## config.mk

```make
export PLATFORM = sky130hd
export DESIGN_NAME = serial_operand_loader
export DESIGN_NICKNAME = d
export VERILOG_FILES = /design/src/rtl/serial_pkg.sv /design/src/rtl/piso_shift.sv /design/src/rtl/serial_operand_loader.sv
export SDC_FILE = /design/constraint.sdc
export NUM_CORES = 1
export LEC_CHECK = 0
export BUFFER_PORTS_ARGS = -buffer_cell sky130_fd_sc_hd__buf_2
export CORE_MARGIN = 3
export CORE_UTILIZATION = 40
export CTS_CLUSTER_SIZE = 16
export DETAILED_ROUTE_END_ITERATION = 8
export PLACE_DENSITY = 0.66
export RECOVER_POWER = 50
export SKIP_LAST_GASP = 1
export SLEW_MARGIN = 15
export SYNTH_ARGS = -nofsm -noshare
export SYNTH_HDL_FRONTEND = slang
export SYNTH_HIERARCHICAL = 1
export SYNTH_SLANG_ARGS = --single-unit
```

## constraint.sdc

```tcl
create_clock -name clk -period 1.4 [get_ports clk]
set_input_delay 0.14 -clock clk [delete_from_list [all_inputs] [get_ports clk]]
set_output_delay 0.14 -clock clk [all_outputs]
set_load 0.02 [all_outputs]
```

## src/rtl/serial_pkg.sv

```systemverilog
// Shared definitions for the bit-serial adder datapath: loader FSM states and
// the default operand width used by the loader, adder and collector.
package serial_pkg;
  localparam int DEFAULT_WIDTH = 4;

  typedef enum logic [1:0] {
    ST_IDLE  = 2'b00,
    ST_CLEAR = 2'b01,
    ST_SHIFT = 2'b10,
    ST_DONE  = 2'b11
  } state_t;
endpackage

```

## src/rtl/piso_shift.sv

```systemverilog
// Parallel-load, shift-right register; the LSB is the serial output.
module piso_shift #(
  parameter int WIDTH = 4
) (
  input  logic             clk,
  input  logic             rst,
  input  logic             load,
  input  logic             shift,
  input  logic [WIDTH-1:0] d,
  output logic             lsb
);
  logic [WIDTH-1:0] q;

  // Load wins over shift; zero fill keeps the register clean after the last bit.
  always_ff @(posedge clk or negedge rst) begin
    if (!rst)       q <= '0;
    else if (load)  q <= d;
    else if (shift) q <= {1'b0, q[WIDTH-1:1]};
  end

  assign lsb = q[0];
endmodule

```

## src/rtl/serial_operand_loader.sv

```systemverilog
// Captures two parallel operands, issues one carry-clear cycle, then streams
// both LSB-first to the bit-serial adder and pulses done after the last bit.
module serial_operand_loader
  import serial_pkg::*;
#(
  parameter int WIDTH = DEFAULT_WIDTH,
  parameter int CW    = $clog2(WIDTH)
) (
  input  logic             clk,
  input  logic             rst,
  input  logic             load,
  input  logic [WIDTH-1:0] a_in,
  input  logic [WIDTH-1:0] b_in,
  output logic             ready,
  output logic             A,
  output logic             B,
  output logic             en,
  output logic             clr,
  output logic             done
);
  localparam int             NUM_LANES = 2;
  localparam logic [CW-1:0]  LAST      = CW'(WIDTH - 1);

  state_t                              state, state_nxt;
  logic [CW-1:0]                       cnt;
  logic                                accept, shift;
  logic [NUM_LANES-1:0][WIDTH-1:0]     par;
  logic [NUM_LANES-1:0]                lsb;

  assign accept = (state == ST_IDLE) && load;
  assign shift  = (state == ST_SHIFT);
  assign par[0] = a_in;
  assign par[1] = b_in;

  for (genvar g = 0; g < NUM_LANES; g++) begin : g_lane
    piso_shift #(.WIDTH(WIDTH)) u_piso (
      .clk   (clk),
      .rst   (rst),
      .load  (accept),
      .shift (shift),
      .d     (par[g]),
      .lsb   (lsb[g])
    );
  end

  always_ff @(posedge clk or negedge rst) begin
    if (!rst) begin
      state <= ST_IDLE;
      cnt   <= '0;
    end else begin
      state <= state_nxt;
      if (accept)     cnt <= '0;
      else if (shift) cnt <= cnt + 1'b1;
    end
  end

  // Outputs decode from state and registers only, never from inputs.
  always_comb begin
    state_nxt = state;
    ready     = 1'b0;
    clr       = 1'b0;
    en        = 1'b0;
    done      = 1'b0;
    A         = 1'b0;
    B         = 1'b0;
    case (state)
      ST_IDLE: begin
        ready = 1'b1;
        if (load) state_nxt = ST_CLEAR;
      end
      ST_CLEAR: begin
        clr       = 1'b1;
        state_nxt = ST_SHIFT;
      end
      ST_SHIFT: begin
        en = 1'b1;
        A  = lsb[0];
        B  = lsb[1];
        if (cnt == LAST) state_nxt = ST_DONE;
      end
      ST_DONE: begin
        done      = 1'b1;
        state_nxt = ST_IDLE;
      end
      default: state_nxt = ST_IDLE;
    endcase
  end
endmodule

```

-- Word level (Yosys, flattened, before mapping)
Index checks and enable logic that the tools add are counted.
W data, S select, Z words.
- flip-flop bits (word level): 12
- output and inout bits: 6
- logic and storage cells: 30
- $add $sub $neg: 1
- equal/unequal tests: 6
- multiplexer cells: 15
- reduce and logical (&&, ||, !) cells: 4
- operator list (operator ; count):
    $mux W4 ; 4
    $mux W2 ; 4
    $pmux W2 S4 ; 1
    $eq A2 B2 Y1 const B ; 3
    $mux W1 ; 6
    $ne A2 B2 Y1 const B ; 2
    $add A2 B1 Y2 const B ; 1
    $eq A2 B1 Y1 const B ; 1
    $logic_not A2 Y1 ; 1
    $reduce_and A2 Y1 ; 1
    $reduce_bool A2 Y1 ; 1
    $logic_and A1 B1 Y1 ; 1

-- Logic depth before layout (Yosys ltp)
- depth in word-level cells: 3
- mapped depth: 5
- gate-level depth less buffers: 5

-- Modules after synthesis
The synthesis kept the hierarchy.
- by module, submodules not included (module ; instances ; cells each ; area an instance (sq um) ; seq. area each (sq um)):
    piso_shift ; 2 ; 16 ; 171.4 ; 100.1
    serial_operand_loader ; 1 ; 24 ; 282.8 ; 100.1

-- Worst setup path after synthesis
No wires, ideal clock.
- path type: reg2reg
- start: register state[0]
- end: register g_lane[0].u_piso.q[3]
- arrival time: 1.442 ns
- data required time: 1.247 ns
- slack: -0.195 ns
- cell stages (with the launch flop): 6
- period minus slack after synthesis: 1.595 ns
- cells stage by stage: dfrtp_1 > inv_1 > ha_1 > and2_1 > nand2b_1 > o21ai_0
- cells in the longest elaborated chain, start to end: 3
- RTL lines (what ; RTL line ; source):
    start, declared ; serial_operand_loader.sv:24 ; state_t state, state_nxt;
    start signal, assigned ; serial_operand_loader.sv:51 ; state <= state_nxt;
    $logic_not A2 Y1 * ; serial_operand_loader.sv:30 ; assign accept = (state == ST_IDLE) && load;
    $logic_and A1 B1 Y1 * ; serial_operand_loader.sv:30 ;
    named net accept ; serial_operand_loader.sv:26 ; logic accept, shift;
    $mux W4 / $reduce_bool A2 Y1 (equally long branches) ; -- ;
    end signal, assigned ; piso_shift.sv:18 ; else if (shift) q <= {1'b0, q[WIDTH-1:1]};
    end, declared ; piso_shift.sv:12 ; logic [WIDTH-1:0] q;
The timed path passes the listed nets; every way through them passes the cells marked *.
A chain may end at the register's enable or synchronous reset.

-- Worst setup path after layout
- start: register state[1]
- end: output port B
- cells in the longest elaborated chain, start to end: 2
- RTL lines (what ; RTL line ; source):
    $eq A2 B2 Y1 ; serial_operand_loader.sv:66 ; case (state)
    $mux W1 ; serial_operand_loader.sv:66 ;
    end, declared ; serial_operand_loader.sv:16 ; output logic B,
No other way between the ends.

==> flow_summary.yaml <==
drt:
  num_vias: 472
  drtPass1Iterations: 4
  drt_wl_total_um: 1251
  drc: 0
  wl_per_cell_um: 12.39
  drt_iter0_markers: 2
  avgViaCountPerCell: 4.673
  ant_nets: 0
final_layout:
  area_growth_syn_to_layout_pct: 40.00
  drive_gt1_share_pct: 46.51
  fin_nets: 104
  fin_cells: 101
  finalInstanceArea_um2: 875.8
  antenna_cells: 0
  fin_util_pct: 63.35
synthesis:
  ys_seq_area_share_pct: 48.00
  synth.avg_cell_area_um2: 11.17
  synth_seq_cells: 12
  ys_types: 16
  syn_inst: 56
  yosys-top-cells-area: "dfrtp_1 (48%), ha_1 (12%), mux2i_1 (11%), o21ai_1 (4.8%), nand2_1 (4.8%)"
  synth_top_area_share_pct: 48.00
  synth_area_um2: 625.6
  syn-num-nets: 73
  ys_warn_count: 6
  synth.largest_area_cell: "dfrtp_1"
clock_tree:
  clockRootBuffer: "clkbuf_4"
  cts_tree: "done"
  cts_buffer_depth: 2
  htree_levels: 1
  clock-sinks: 12
  cts.clk_slew.worst_paths_ns: 0.08
  worstSkewPairLatency_ns: 0.28
  cts_buffers: 3
placement:
  place_area_um2: 739.5
  preCtsSetupSlack_ns: 0.05211
  gp_congestion: 0.6359
  numPlacedInstances: 88
  portBuffers: 16
  dp_hpwl_um: 807.7
setup_path:
  critPathKind: "reg2out"
  cp-start-kind: "flip-flop"
  cp_slowest_cell: "dfrtp_2"
  arrival_ns: 1.23
  required_ns: 1.26
  slowest_delay_ns: 0.45
  cp-end-kind: "output port"
  cp_max_fo: 4
  crit_chain: "ha_2 > and2_2 > buf_4"
  reg2reg_depth: 5
sta:
  min_period_over_period_pct: 97.64
  clock.fmax_mhz: 731.6
  fin_tns_setup_ns: 0
  setup_ws_ns: 0.03307
  maxSlewViolCount: 0
  hold_violations: 0
  rsz0062_at_grt: "yes"
  slew_headroom_pct: 55.82
  clock-skew-final_ns: 0.001074
  setup_violations: 0
  worst_pin_slew_ns: 0.6628
  finalCriticalPeriod_ns: 1.367
floorplan:
  io_pins: 17
  initial_core_util_pct: 45.25
  rows: 13
  design.die.area_um2: 2074
  die_h_um: 45.55
  die_x_um: 45.55
  coreArea_um2: 1383
min_path:
  hold_depth: 3
  worstHoldPathType: "in2reg"
grt:
  grt_pass1_wl_um: 1869
  grt_remaining_overflow: 0
  antenna_found_initial: 0
  grt_use_total_pct: 13.06
  grt_pass1_vias: 410
  grt_start_max_net_pins: 19
outcome:
  status: "finished clean"
power:
  leakage_nw: 0.4371
  power-per-cell-area_nw_per_um2: 2335
  vdd_ir_drop_max_uv: 1301
job:
  drv_cap: 0
metrics by stage:
stage	total power, mW	hold slack (ns)
final	2.045	0.07082
after global routing	2.222	0.07963
after floorplan	1.340	-0.1556
after detailed placement	1.567	0.04225
after CTS	1.922	0.06268
after global placement	1.539	0.03285
synthesized netlist by cell type (all sizes together):
cell type	number
nor2	2
inv	3
nand2	8
o32a	1
nor2b	1
xnor2	1
a21oi	1
ha	6
dfrtp	12
mux2	1
o21ai	8
and2	3
nand2b	2
mux2i	7
cells by family after synthesis:
logic type	Yosys count	synth area share, %
xor gates and xnor gates	1	1.400
DFF	12	48.00
muxes	8	13.60
adders and majority gates	6	12.00
buffers and inverters	3	1.800
AOI/OAI and AO/OA	10	9.600
and+or+nand+nor	16	13.60
area by class of cell:
type                       instances  area (um2)
fill                             122       506.7
multi-input combinational         41       334.1
clock buffer                       4       36.28
inverter                           3       11.26
timing repair buffer              26       173.9
tap                               15       18.77
sequential                        12       301.5
path summary, 6_finish.rpt:
path	startpoint	end	slack (ns)
max reg2reg	state[0]$_DFFE_PN0P_	state[0]$_DFFE_PN0P_	0.04
max in group asynchronous	rst	state[1]$_DFFE_PN0P_	0.54
min in group asynchronous	rst	cnt[0]$_DFFE_PN0P_	0.40
max	state[1]$_DFFE_PN0P_	B	0.03
min	b_in[2]	g_lane[1].u_piso/q[2]$_DFFE_PN0P_	0.07
min reg2reg	cnt[1]$_DFFE_PN0P_	cnt[1]$_DFFE_PN0P_	0.54
worst max-delay path: cells and delay by family, from the launching register on:
family	cells	cell delay [ns]
flops	1	0.45
fa+ha+maj	1	0.19
buf+inv	1	0.15
simple gates	1	0.16
state kept, by name, summed over array words and instances, names as in the netlist:
| name | flops |
|---|---|
| g_lane.u_piso/q | 8 |
| cnt | 2 |
| state | 2 |
power by group:
part           switching (mW)  total [mW]  internal [mW]
Combinational           0.533        1.14          0.607
Clock                   0.122       0.280          0.158
Sequential              0.105       0.624          0.519
metal layers:
layer | global-route usage (%) | routed length, um | share of wire, % | vias to the layer above
met2 | 19.50 | 577 | 46 | 11
met5 | 0 | 0 | 0 | -
li1 | - | - | - | 248
met1 | 16.71 | 591 | 47 | 211
met3 | 2.767 | 60 | 4.8 | 2
met4 | 8.772 | 21 | 1.7 | 0
timing repair:
action / CTS / global route
hold buffers: 1 / 0
pin swaps: 0 / 1
setup endpoints to repair: 3 / 4
resized for setup: 4 / 2
setup buffers: 1 / 7
endpoints found under the hold margin: 12 / 0
cells in the final DEF (no fill, tap or decap):
cell,count
inv_2,1
clkbuf_1,1
clkbuf_8,1
ha_2,2
clkbuf_4,3
xnor2_1,1
nand2b_1,2
o21ai_0,2
buf_12,1
nand2_1,8
o32a_2,1
dlygate4sd3_1,1
nor2_1,2
a21oi_2,1
mux2i_1,7
dfrtp_2,1
dfrtp_1,11
buf_2,13
mux2_4,1
and2_2,2
o21ai_1,6
and2_4,1
ha_4,1
nor2b_4,1
inv_1,2
ha_1,3
buf_4,10
No activity file was read; power rests on OpenSTA's default activity.
